<file path="src/rtl/cache_pkg.sv">
// Shared cache geometry, refill FSM encoding and address field helpers.
// Used by the refill controller and the decode stage.
package cache_pkg;

  localparam int ADDR_W   = 32;
  localparam int DATA_W   = 32;
  localparam int INDEX_W  = 4;
  localparam int OFFSET_W = 2;
  localparam int TAG_W    = ADDR_W - INDEX_W - OFFSET_W;

  typedef enum logic [1:0] {
    IDLE = 2'd0,
    REQ  = 2'd1,
    WAIT = 2'd2,
    FILL = 2'd3
  } refill_state_t;

  function automatic logic [INDEX_W-1:0] get_index(input logic [ADDR_W-1:0] addr);
    return addr[OFFSET_W +: INDEX_W];
  endfunction

  function automatic logic [TAG_W-1:0] get_tag(input logic [ADDR_W-1:0] addr);
    return addr[ADDR_W-1 -: TAG_W];
  endfunction

endpackage

</file>
<file path="src/rtl/cache_refill_ctrl_if.sv">
// Core, memory and cache-array signals of the refill controller.
// CACHE_REFILL_STATS_EN adds the miss/drop counter outputs.
interface cache_refill_ctrl_if;
  import cache_pkg::*;

  logic                iAccessValid;
  logic                iHit;
  logic [ADDR_W-1:0]   iAddress;
  logic                iFlush;
  logic                oStall;
  logic                oMemReqValid;
  logic [ADDR_W-1:0]   oMemReqAddr;
  logic                iMemReqReady;
  logic                iMemRespValid;
  logic [DATA_W-1:0]   iMemRespData;
  logic                oFillEn;
  logic [INDEX_W-1:0]  oFillIndex;
  logic [TAG_W-1:0]    oFillTag;
  logic [DATA_W-1:0]   oFillData;
  logic                oFwdValid;
  logic [DATA_W-1:0]   oFwdData;
`ifdef CACHE_REFILL_STATS_EN
  logic [31:0]         oMissCount;
  logic [31:0]         oDropCount;
`endif

  modport slave (
    input  iAccessValid, iHit, iAddress, iFlush,
    input  iMemReqReady, iMemRespValid, iMemRespData,
    output oStall, oMemReqValid, oMemReqAddr,
    output oFillEn, oFillIndex, oFillTag, oFillData,
    output oFwdValid, oFwdData
`ifdef CACHE_REFILL_STATS_EN
    , output oMissCount, oDropCount
`endif
  );

  modport master (
    output iAccessValid, iHit, iAddress, iFlush,
    output iMemReqReady, iMemRespValid, iMemRespData,
    input  oStall, oMemReqValid, oMemReqAddr,
    input  oFillEn, oFillIndex, oFillTag, oFillData,
    input  oFwdValid, oFwdData
`ifdef CACHE_REFILL_STATS_EN
    , input oMissCount, oDropCount
`endif
  );

endinterface

</file>
<file path="src/rtl/cache_refill_stats.sv">
// Saturating miss and dropped-fill counters for the refill controller.
// Instantiated only when CACHE_REFILL_STATS_EN is defined.
module cache_refill_stats (
  input  logic        iClk,
  input  logic        iRst,
  input  logic        miss_inc,
  input  logic        drop_inc,
  output logic [31:0] oMissCount,
  output logic [31:0] oDropCount
);

  logic [31:0] miss_cnt_q, miss_cnt_d;
  logic [31:0] drop_cnt_q, drop_cnt_d;

  always_comb begin
    miss_cnt_d = miss_cnt_q;
    drop_cnt_d = drop_cnt_q;
    if (miss_inc && (miss_cnt_q != 32'hFFFF_FFFF)) miss_cnt_d = miss_cnt_q + 32'd1;
    if (drop_inc && (drop_cnt_q != 32'hFFFF_FFFF)) drop_cnt_d = drop_cnt_q + 32'd1;
  end

  always_ff @(posedge iClk or negedge iRst) begin
    if (!iRst) begin
      miss_cnt_q <= '0;
      drop_cnt_q <= '0;
    end else begin
      miss_cnt_q <= miss_cnt_d;
      drop_cnt_q <= drop_cnt_d;
    end
  end

  assign oMissCount = miss_cnt_q;
  assign oDropCount = drop_cnt_q;

endmodule

</file>
<file path="src/rtl/cache_refill_ctrl.sv">
// Direct-mapped cache miss handler: request word, fill the array, forward to core.
// Define CACHE_REFILL_STATS_EN to add the miss/drop counters.
//
// state | meaning
// IDLE  | no miss outstanding; stall follows the current access
// REQ   | memory read request presented, waiting for ready
// WAIT  | request accepted, waiting for the response word
// FILL  | one cycle: write array (unless dropped) and forward word
module cache_refill_ctrl
  import cache_pkg::*;
#(
  parameter int ADDR_W   = cache_pkg::ADDR_W,
  parameter int DATA_W   = cache_pkg::DATA_W,
  parameter int INDEX_W  = cache_pkg::INDEX_W,
  parameter int OFFSET_W = cache_pkg::OFFSET_W
) (
  input  logic          iClk,
  input  logic          iRst,
  cache_refill_ctrl_if.slave bus
);

  localparam int TAG_W = ADDR_W - INDEX_W - OFFSET_W;
  localparam logic [ADDR_W-1:0] ALIGN_MASK = ~{{(ADDR_W-OFFSET_W){1'b0}}, {OFFSET_W{1'b1}}};

  refill_state_t       state_q, state_d;
  logic [ADDR_W-1:0]   addr_q, addr_d;
  logic [DATA_W-1:0]   data_q, data_d;
  logic                drop_q, drop_d;
  logic                miss;
  logic                fill_cyc;

  // Gated by reset so the combinational stall is also 0 while held in reset.
  assign miss     = iRst && (state_q == IDLE) && bus.iAccessValid && !bus.iHit;
  assign fill_cyc = (state_q == FILL);

  always_comb begin
    state_d = state_q;
    addr_d  = addr_q;
    data_d  = data_q;
    drop_d  = drop_q;
    unique case (state_q)
      IDLE: begin
        if (miss) begin
          addr_d  = bus.iAddress & ALIGN_MASK;
          state_d = REQ;
        end
      end
      REQ: begin
        if (bus.iFlush)       drop_d  = 1'b1;
        if (bus.iMemReqReady) state_d = WAIT;
      end
      WAIT: begin
        if (bus.iFlush) drop_d = 1'b1;
        if (bus.iMemRespValid) begin
          data_d  = bus.iMemRespData;
          state_d = FILL;
        end
      end
      FILL: begin
        drop_d  = 1'b0;
        state_d = IDLE;
      end
      default: state_d = IDLE;
    endcase
  end

  always_ff @(posedge iClk or negedge iRst) begin
    if (!iRst) begin
      state_q <= IDLE;
      addr_q  <= '0;
      data_q  <= '0;
      drop_q  <= 1'b0;
    end else begin
      state_q <= state_d;
      addr_q  <= addr_d;
      data_q  <= data_d;
      drop_q  <= drop_d;
    end
  end

  assign bus.oStall       = miss || (state_q == REQ) || (state_q == WAIT);
  assign bus.oMemReqValid = (state_q == REQ);
  assign bus.oMemReqAddr  = (state_q == REQ) ? addr_q : '0;

  // A flush landing in the fill cycle itself must also keep the stale line out.
  assign bus.oFillEn    = fill_cyc && !drop_q && !bus.iFlush;
  assign bus.oFillIndex = fill_cyc ? get_index(addr_q) : '0;
  assign bus.oFillTag   = fill_cyc ? get_tag(addr_q)   : '0;
  assign bus.oFillData  = fill_cyc ? data_q : '0;
  assign bus.oFwdValid  = fill_cyc;
  assign bus.oFwdData   = fill_cyc ? data_q : '0;

`ifdef CACHE_REFILL_STATS_EN
  cache_refill_stats u_stats (
    .iClk       (iClk),
    .iRst       (iRst),
    .miss_inc   (miss),
    .drop_inc   (fill_cyc && drop_q),
    .oMissCount (bus.oMissCount),
    .oDropCount (bus.oDropCount)
  );
`endif

endmodule
</file>
<file path="src/flat_wrapper.sv">
// flat-port wrapper written by rule: the top's interface ports become plain ports
module cache_refill_ctrl_flat import cache_pkg::*;
#(
  parameter int ADDR_W   = cache_pkg::ADDR_W,
  parameter int DATA_W   = cache_pkg::DATA_W,
  parameter int INDEX_W  = cache_pkg::INDEX_W,
  parameter int OFFSET_W = cache_pkg::OFFSET_W
)
  (iClk, iRst, bus_iAccessValid, bus_iHit, bus_iAddress, bus_iFlush, bus_iMemReqReady, bus_iMemRespValid, bus_iMemRespData, bus_oStall, bus_oMemReqValid, bus_oMemReqAddr, bus_oFillEn, bus_oFillIndex, bus_oFillTag, bus_oFillData, bus_oFwdValid, bus_oFwdData);
  cache_refill_ctrl_if bus_i ();
  input  logic iClk;
  input  logic iRst;
  input wire logic [$bits(bus_i.iAccessValid)-1:0] bus_iAccessValid;
  input wire logic [$bits(bus_i.iHit)-1:0] bus_iHit;
  input wire logic [$bits(bus_i.iAddress)-1:0] bus_iAddress;
  input wire logic [$bits(bus_i.iFlush)-1:0] bus_iFlush;
  input wire logic [$bits(bus_i.iMemReqReady)-1:0] bus_iMemReqReady;
  input wire logic [$bits(bus_i.iMemRespValid)-1:0] bus_iMemRespValid;
  input wire logic [$bits(bus_i.iMemRespData)-1:0] bus_iMemRespData;
  output wire logic [$bits(bus_i.oStall)-1:0] bus_oStall;
  output wire logic [$bits(bus_i.oMemReqValid)-1:0] bus_oMemReqValid;
  output wire logic [$bits(bus_i.oMemReqAddr)-1:0] bus_oMemReqAddr;
  output wire logic [$bits(bus_i.oFillEn)-1:0] bus_oFillEn;
  output wire logic [$bits(bus_i.oFillIndex)-1:0] bus_oFillIndex;
  output wire logic [$bits(bus_i.oFillTag)-1:0] bus_oFillTag;
  output wire logic [$bits(bus_i.oFillData)-1:0] bus_oFillData;
  output wire logic [$bits(bus_i.oFwdValid)-1:0] bus_oFwdValid;
  output wire logic [$bits(bus_i.oFwdData)-1:0] bus_oFwdData;
  assign bus_i.iAccessValid = bus_iAccessValid;
  assign bus_i.iHit = bus_iHit;
  assign bus_i.iAddress = bus_iAddress;
  assign bus_i.iFlush = bus_iFlush;
  assign bus_i.iMemReqReady = bus_iMemReqReady;
  assign bus_i.iMemRespValid = bus_iMemRespValid;
  assign bus_i.iMemRespData = bus_iMemRespData;
  assign bus_oStall = bus_i.oStall;
  assign bus_oMemReqValid = bus_i.oMemReqValid;
  assign bus_oMemReqAddr = bus_i.oMemReqAddr;
  assign bus_oFillEn = bus_i.oFillEn;
  assign bus_oFillIndex = bus_i.oFillIndex;
  assign bus_oFillTag = bus_i.oFillTag;
  assign bus_oFillData = bus_i.oFillData;
  assign bus_oFwdValid = bus_i.oFwdValid;
  assign bus_oFwdData = bus_i.oFwdData;
  cache_refill_ctrl #(.ADDR_W(ADDR_W), .DATA_W(DATA_W), .INDEX_W(INDEX_W), .OFFSET_W(OFFSET_W)) u_core (.iClk(iClk), .iRst(iRst), .bus(bus_i));
endmodule
</file>
<file path="config.mk">
export PLATFORM = sky130hd
export DESIGN_NAME = cache_refill_ctrl_flat
export DESIGN_NICKNAME = d
export VERILOG_FILES = /design/src/rtl/cache_pkg.sv /design/src/rtl/cache_refill_ctrl_if.sv /design/src/rtl/cache_refill_stats.sv /design/src/rtl/cache_refill_ctrl.sv /design/src/flat_wrapper.sv
export SDC_FILE = /design/constraint.sdc
export NUM_CORES = 1
export LEC_CHECK = 0
export BUFFER_PORTS_ARGS = -buffer_cell sky130_fd_sc_hd__buf_2
export CAP_MARGIN = 20
export CORE_ASPECT_RATIO = 1.25
export CORE_MARGIN = 1
export CORE_UTILIZATION = 44
export CTS_CLUSTER_DIAMETER = 80
export DETAILED_ROUTE_END_ITERATION = 8
export PLACE_DENSITY = 0.81
export SLEW_MARGIN = 20
export SYNTH_ARGS = -nofsm -noshare
export SYNTH_HDL_FRONTEND = slang
export SYNTH_HIERARCHICAL = 1
export SYNTH_SLANG_ARGS = --single-unit
</file>
<file path="constraint.sdc">
create_clock -name iClk -period 2 [get_ports iClk]
set_clock_uncertainty 0.2 [all_clocks]
set_input_delay 0.1 -clock iClk [delete_from_list [all_inputs] [get_ports iClk]]
set_output_delay 0.1 -clock iClk [all_outputs]
set_load 0.01 [all_outputs]
</file>
==> results.md, run 1 <==
- Finished Cell Area: ~0.0051 sq mm
- Share of layout cells above drive strength 1: 0.542
- Initial DRC Count: 44
- Largest net degree at the start of global routing: 66
- CTS tree: built
- Dpl cells: about 540
- Setup slack, reg-to-reg: around 110 ps
- Die area: 0.00804 sq mm
- DP Area: about 0.0042 sq mm
- Net count, final: 594
- Sequential cell area fraction in the yosys report: 0.481
- Die height: about 100 um
- Post-synthesis cell area: 0.00338 sq mm
- CP Capture Type: primary output
- Total congestion overflow: 0
- Status: finished clean
- Skew-Pair Late Insertion Delay: ~330 ps
- Initial Utilization: 0.457
- Critical path class: reg2out
- Crit. Startpoint: u_core/state_q[1]
- Vias: between 2,000 and 3,000
- Final Hold Vio Count: 0
- Commonest register cell after synthesis: dfrtp_1
- # fillers: ~520
- Unique masters post-synth: 20
- Final Non-Filler Cells: between 600 and 700
- # IOs: around 200
- Mean area per synthesized cell: between 10 and 15 sq um
- DR pass1 iterations: 4
- Final Max Tran Viols: 0
- Longest Clk Path Bufs: 2
- Vias in the first global route: ~3,000
- Final critical-path share of the clock period: 0.960
- Worst-path maximum fanout: 32
- Area growth from synthesis to layout: 51.9%
- Worst r2r src: u_core/state_q[0]
- DRC viols: 0
- Synthesized instance count: 289
- # Max-Cap Violations: 0
- WL met3: about 750 um
- Top-count cell post-synth: and2_1
- Leading area contributor after synthesis: dfrtp_1
- Routability cong.: 0.738
- Worst Hold Class: in2reg
- Max IR drop VDD: approximately 0.0009 V
- H-tree depth: 3
- Worst slew margin: 0.462
- Initial antenna violation count: 0
- Clock tree root driver cell: clkbuf_8
- Final ANT Viol Nets: 0
- Pleak: around 2.8 nW
- CTS Sinks: between 60 and 70
- WL final: 9010 um
- Diode count: 0
- Commonest cells in the synthesized netlist: and2_1 (92), dfrtp_1 (65), mux2_2 (62), buf_4 (34), clkbuf_1 (10)
- Register bit total from synthesis: 65
- Fraction of registers with async set/reset: 1.00
- Avg WL per Cell: between 10 and 15 um
- Vias per Instance: 4.73
- Slew @ Worst Pin: around 800 ps
- RSZ-0062 raised after global routing: yes
- CTS Buf Count: 9
- Hold path startpoint: bus_iMemReqReady
- Detail Route met2 WL: slightly below 5000 um
- Power per cell area: roughly 1300 mW/mm^2
- Warnings, synthesis: 6
- DR top layer: met4
- # rows: 35
- DIE WIDTH: 80.4 um
- Final setup viols: 0
- Overall Global Routing Usage: 0.233
- Post-layout util: 0.694
- Yosys top cell area share: 0.481
- DP Wirelength: ~5300 um
- Worst EP required: about 1700 ps
- Worst EP arrival: roughly 1600 ps
- First-pass GRT wire length: between 10,000 and 15,000 um
- Clk slew on worst S/H paths: ~70 ps
- Metal-1 WL: roughly 3100 um
- Core ar.: approximately 0.0074 sq mm
- CP startpoint kind: flop
- Fmax: ~520 MHz
- # port buffers: 196
- Synth area leaders: dfrtp_1 (48%), mux2_2 (21%), and2_1 (17%)
- EDFF count, synth: 0
- Final min period: ~1900 ps
-- metal layers --
| metal | GRT usage | vias up |
|---|---|---|
| met1 | 0.224 | 1385 |
| met5 | 0 | - |
| met2 | 0.447 | 142 |
| met4 | 0.0893 | 0 |
| met3 | 0.0773 | 16 |
| li1 | - | 1373 |
-- metrics by stage --
stage                     hold WS (ps)  worst slack (ps)  setup TNS (ps)  total power, mW
final                             22.7              80.9               0             6.69
after global routing              16.5             -29.7           -32.3             7.16
after CTS                         6.33              34.0               0             6.60
after detailed placement           135               103               0             5.38
after global placement             132               163               0             5.27
after floorplan                   -396               237               0             4.46
-- flip-flops by register name, summed over array words and instances, names as in the netlist --
signal          count
u_core/addr_q      30
u_core/drop_q       1
u_core/data_q      32
u_core/state_q      2
-- report_power, final --
group	total (mW)	internal [mW]	switching [mW]
logic	3.28	1.72	1.56
registers	2.36	1.98	0.376
clock network	1.05	0.574	0.476
-- cells in the final DEF, fill, tap and decap left out, types with 3 or more instances in the layout --
cell,count
dfrtp_1,65
and2_1,92
dlygate4sd3_1,64
mux2_2,62
inv_1,3
buf_4,3
clkbuf_8,9
buf_2,196
-- logic make-up (layout without fill, tap and decap cells) --
kind of cell,count (synthesis),in the layout,synth area share
mux,63,63,0.210
other cells,1,2,0.00111
flops,65,65,0.481
fa+ha+maj,4,4,0.0148
simple gates,99,99,0.184
compound gates,4,4,0.0104
buf+inv,53,287,0.0988
-- final cells by class --
cell class	count	area, sq um	share of cell area
inverter	3	11.3	0.00219
clock buffer	11	131	0.0256
tap	92	115	0.0224
timing repair buffer	268	1750	0.340
multi-input combinational	172	1450	0.282
sequential	65	1630	0.317
clock inverter	5	56.3	0.0110
-- critical path, cell delays in order (launching register included) --
cell and delay (ps):
dfrtp_1 410, inv_1 130, ha_1 210, buf_8 210, and2_1 180, buf_2 150
-- worst paths after layout --
path                                      endpoint  cells after the start
worst min-delay path             u_core/state_q[0]                      3
worst max register to register   u_core/state_q[1]                      5
min in group asynchronous        u_core/addr_q[17]                      3
worst max-delay path            bus_oMemReqAddr[7]                      5
max in group asynchronous        u_core/data_q[13]                      3
worst min register to register    u_core/data_q[5]                      1
-- repair_timing --
item / in CTS / in global routing
hold endpoints to repair: 128 / 0
hold buffers: 64 / 0
setup buffers: 0 / 0
setup endpoints to repair: 1 / 64
resized for setup: 5 / 5
pin swaps: 0 / 0
gates cloned: 1 / 0
No activity file was read; power rests on OpenSTA's default activity.
==> run 2, diff against run 1 <==
- RECOVER_POWER: unset -> 50
==> run 2 against run 1 <==
Non-clock buffer count is the same. Largest cell class unchanged. Die area is the same. Setup slack lost 4.1 ps. Critical path depth is the same. Fmax shrank 0.22%. Sequential share of layout area is the same. Critical endpoint unchanged.
==> results.md, run 2 (synthesis results as in run 1) <==
- Status: finished clean
- Slowest stage delay, CP: just over 400 ps
- Largest net degree at the start of global routing: between 60 and 70
- RSZ-0062 raised after global routing: yes
- Critical path class: reg2out
- Area growth from synthesis to layout: 51.9%
- H-tree depth: 3
- Final ANT Viol Nets: 0
- Fmax: 520 MHz
- # fillers: roughly 520
- Skew-Pair Late Insertion Delay: around 330 ps
- Clock tree root driver cell: clkbuf_8
- DRC viols: 0
- Worst EP arrival: 1620 ps
- CP Capture Type: primary output
- Routability cong.: ~0.74
- Final setup viols: 0
- Most frequent cells in the layout: buf_2 (196), and2_1 (92), dfrtp_1 (65)
- Avg WL per Cell: approximately 15 um
- # Max-Cap Violations: 0
- Worst Hold Slack: about 22 ps
- DP Wirelength: between 5000 and 6000 um
- Final critical-path share of the clock period: 0.962
- Worst Hold Class: in2reg
- Initial antenna violation count: 0
- Worst slew margin: 0.417
- Initial DRC Count: 45
- Worst EP required: 1700 ps
- CTS Sinks: 65
- CTS tree: built
- Vias: a little under 3,000
- Worst-path maximum fanout: 32
- Slew @ Worst Pin: 874 ps
- Top reg by flops: u_core/data_q
- CP delay by family, top: buffers and inverters
- CP startpoint kind: flop
- Initial Utilization: 0.457
- First-pass GRT wire length: around 14,000 um
- # port buffers: slightly below 200
- # rows: 35
- Final Hold Vio Count: 0
- DP Area: between 0.004 and 0.005 sq mm
- WL final: ~9000 um
- Largest regs: u_core/data_q: 32 flops, u_core/addr_q: 30 flops, u_core/state_q: 2 flops
- Total congestion overflow: 0
- # IOs: between 200 and 250
- DR pass1 iterations: 4
- DIE WIDTH: roughly 80 um
- CTS Buf Count: 9
- Final Non-Filler Cells: between 600 and 700
- Vias per Instance: roughly 4.7
- Worst path slowest cell: dfrtp_1
- Dpl cells: around 540
- Final Max Tran Viols: 0
- Max IR drop VDD: approximately 0.0009 V
- Largest register FFs: 32
- Net count, final: 594
- Clk slew on worst S/H paths: roughly 70 ps
- Most common cell after layout, fill and taps aside: buf_2
- Crit-path cells: inv_1, ha_1, buf_8, and2_1, buf_2
- Longest Clk Path Bufs: 2
- Share of layout cells above drive strength 1: 0.542
- Overall Global Routing Usage: 0.233
- CP bufs+invs: 3
- Core ar.: between 0.007 and 0.008 sq mm
- Die height: roughly 100 um
- Power per cell area: 1300 mW/mm^2
- Finished Cell Area: about 0.005 sq mm
- Final min period: between 1500 and 2000 ps
- Die area: about 0.0080 sq mm
- Diode count: 0
- Vias in the first global route: 2,982
- Pleak: approximately 2.8 nW
## run 2: path summary, 6_finish.rpt
kind	startpoint	endpoint	slack [ps]	cells after the start
setup / recovery	u_core/state_q[1]	bus_oMemReqAddr[7]	80	5
hold / removal	bus_iMemReqReady	u_core/state_q[0]	20	3
setup reg to reg	u_core/state_q[0]	u_core/state_q[1]	110	5
hold reg to reg	u_core/data_q[5]	u_core/data_q[5]	300	1
max in group asynchronous	iRst	u_core/addr_q[16]	630	3
min in group asynchronous	iRst	u_core/addr_q[17]	380	3
## run 2: area by class of cell
| type | count | area [sq um] | share of cell area |
|---|---|---|---|
| Sequential cell | 65 | 1630 | 0.317 |
| Inverter | 3 | 11.3 | 0.00219 |
| Clock buffer | 11 | 131 | 0.0256 |
| Tap cell | 92 | 115 | 0.0224 |
| Timing Repair Buffer | 268 | 1750 | 0.340 |
| Clock inverter | 5 | 56.3 | 0.0110 |
| Multi-Input combinational cell | 172 | 1450 | 0.282 |
## run 2: what timing repair did
item	in CTS	in global routing
resized for setup	5	5
setup buffers	0	0
hold buffers	64	0
endpoints found under the hold margin	128	0
gates cloned	1	0
endpoints found under the setup margin	1	64
## run 2: power breakdown
group	switching [mW]	internal [mW]	total, mW
combinational	1.56	1.72	3.28
sequential	0.378	1.98	2.36
clock	0.480	0.574	1.05
total	2.42	4.27	6.70
## run 2: metrics by stage
step	util	setup WS [ps]	setup TNS, ps	total power, mW
after global routing	0.694	-29.7	-32.3	7.16
final	0.694	76.8	0	6.70
after global placement	0.571	163	0	5.27
after floorplan	-	237	0	4.46
after detailed placement	0.571	103	0	5.38
after CTS	0.691	34.0	0	6.60
## run 2: worst reg2reg max path, stage by stage (launching register included)
cell      delay [ps]
dfrtp_1          420
inv_1            140
ha_4             180
nand4b_4         160
a221oi_2         310
mux2_1           360
## run 2: metal layers
layer | vias to the layer above | global-route usage | routed length [um]
li1 | 1372 | - | -
met1 | 1393 | 0.224 | 3090
met2 | 142 | 0.447 | 4990
met3 | 18 | 0.0773 | 750
met4 | 0 | 0.0893 | 185
met5 | - | 0 | 0
==> run 3, diff against run 2 <==
- BUFFER_PORTS_ARGS: -buffer_cell sky130_fd_sc_hd__buf_2 -> -buffer_cell sky130_fd_sc_hd__buf_4
==> run 3 against run 2 <==
Sequential power hardly changed. Die area stayed put. Combinational power is 14% higher. Clock power is 10% higher. Largest cell class unchanged. Largest power group unchanged. Setup slack better by 16 ps. Register-to-register slack better by 20 ps. Fmax is 0.81% higher. Final cell count is 0.16% lower. Power is 8.4% higher. Critical path depth is 1 higher. Highest routed layer unchanged. Flip-flop and latch count stayed put. Global-route usage is 0.67 points higher.
==> results.md, run 3 (synthesis results as in run 1) <==
- Total congestion overflow: 0
- Initial DRC Count: 79
- Footprint of the multi-input gates: 0.00144 sq mm
- CTS Buf Count: 9
- Vias in the first global route: a little over 3,000
- Logic gate share of total power: 0.514
- DIE WIDTH: around 80 um
- Initial Utilization: 0.457
- # rows: 35
- Vias per Instance: approximately 4.8
- CP startpoint kind: flop
- Diode count: 0
- Worst EP required: 1700 ps
- DR pass1 iterations: 5
- Vias: between 2,000 and 3,000
- DP Wirelength: roughly 6000 um
- Final setup viols: 0
- Final critical-path share of the clock period: 0.954
- Power per cell area: 1300 mW/mm^2
- Pre-CTS WS: around 150 ps
- Flip-flop and latch area: 0.00163 sq mm
- Top reg by flops: u_core/data_q
- Worst EP arrival: 1610 ps
- H-tree depth: 3
- WL final: between 9000 and 10,000 um
- Die area: ~0.0080 sq mm
- Fmax: around 520 MHz
- Hold path startpoint: bus_iMemReqReady
- Psw: 2.49 mW
- # IOs: about 200
- Worst Hold Slack: ~15 ps
- Final ANT Viol Nets: 0
- Initial antenna violation count: 0
- Max IR drop VDD: between 0.0007 and 0.0008 V
- Critical path class: reg2out
- Avg WL per Cell: 15.6 um
- Skew-Pair Late Insertion Delay: 330 ps
- Final worst setup slack: 92.3 ps
- Final Hold Vio Count: 0
- Share of layout cells above drive strength 1: 0.539
- Sequential Power Share: 0.326
- Sw Share: 0.343
- Largest net degree at the start of global routing: 66
- CP Capture Type: primary output
- Final min period: 1910 ps
- Post-layout util: 0.756
- # fillers: 500
- Largest register FFs: 32
- Final Max Tran Viols: 0
- Clock tree root driver cell: clkbuf_8
- Routability cong.: about 0.74
- CTS tree: built
- Crit. Startpoint: u_core/state_q[0]
- Worst Hold Class: in2reg
- Slew @ Worst Pin: between 800 and 900 ps
- Worst slew margin: 0.403
- Overall Global Routing Usage: 0.240
- # port buffers: roughly 200
- Clock share of power: 0.160
- Final Non-Filler Cells: 615
- Internal: approximately 4.8 mW
- Most frequent cells in the layout: buf_4 (197), and2_1 (92), dfrtp_1 (65)
- Die height: approximately 100 um
- Dpl cells: roughly 540
- Largest regs: u_core/data_q: 32 flops, u_core/addr_q: 30 flops, u_core/state_q: 2 flops
- Total design power: around 7.3 mW
- Area growth from synthesis to layout: 65.4%
- Core ar.: 0.00740 sq mm
- # Max-Cap Violations: 0
- Most common cell after layout, fill and taps aside: buf_4
- Pleak: roughly 2.8 nW
- Worst r2r src: u_core/state_q[0]
- Net count, final: between 500 and 600
- Longest Clk Path Bufs: 2
- First-pass GRT wire length: 14,500 um
- Worst-path maximum fanout: 20
- CTS Sinks: 65
- Status: finished clean
- Clk slew on worst S/H paths: roughly 70 ps
- DRC viols: 0
[run 3: changes by cell type in the layout (fill, tap and decap cells not counted), moves of 2 or more]
cell      change
buf_6         +2
buf_4       +195
clkbuf_8      +3
buf_2       -196
buf_8         -2
[run 3: power by group through the flow]
stage	registers, mW	logic [mW]	clock network, mW
5_1_grt	2.44	4.01	1.25
6_report	2.37	3.74	1.16
2_1_floorplan	2.22	2.23	0
3_5_place_dp	2.36	3.56	0
3_3_place_gp	2.32	3.46	0
4_1_cts	2.34	3.67	1.19
[run 3: critical path: stages, from the launching register on]
cell	delay, ps
dfrtp_1	420
inv_1	90
ha_2	240
nand4b_4	150
buf_12	190
nand2_1	60
buf_4	120
[run 3: final timing paths]
| kind | cells after the start | to | slack (ps) |
|---|---|---|---|
| worst max-delay path | 6 | bus_oStall | 90 |
| worst min-delay path | 3 | u_core/state_q[0] | 20 |
| worst max register to register | 5 | u_core/state_q[1] | 130 |
| worst min register to register | 1 | u_core/data_q[12] | 300 |
| max in group asynchronous | 3 | u_core/addr_q[11] | 520 |
| min in group asynchronous | 3 | u_core/addr_q[16] | 490 |
[run 3: through the flow]
stage / instance area (sq um) / setup TNS (ps)
finish: 5590 / 0
floorplan: 3390 / 0
global route: 5590 / -16.1
global placement: 4720 / 0
detailed placement: 4720 / 0
CTS: 5570 / 0
[run 3: what timing repair did]
action / 4_1_cts / 5_1_grt
gates resized for setup: 1 / 6
setup buffers: 0 / 0
endpoints found under the hold margin: 128 / 0
hold buffers: 64 / 0
pin swaps: 0 / 0
setup endpoints to repair: 1 / 30
[run 3: final cells by class]
| cell class | instances | share of cell area |
|---|---|---|
| Timing Repair Buffer | 267 | 0.392 |
| Sequential cell | 65 | 0.291 |
| Multi-Input combinational cell | 172 | 0.257 |
| Clock buffer | 14 | 0.0309 |
| Tap cell | 92 | 0.0206 |
| Clock inverter | 2 | 0.00626 |
| Inverter | 3 | 0.00201 |
[run 3: layer usage]
metal,share of wire,global-route usage,vias to the layer above
li1,-,-,1367
met4,0.013,0.0934,0
met5,0,0,-
met2,0.55,0.454,137
met3,0.077,0.0600,13
met1,0.36,0.247,1439
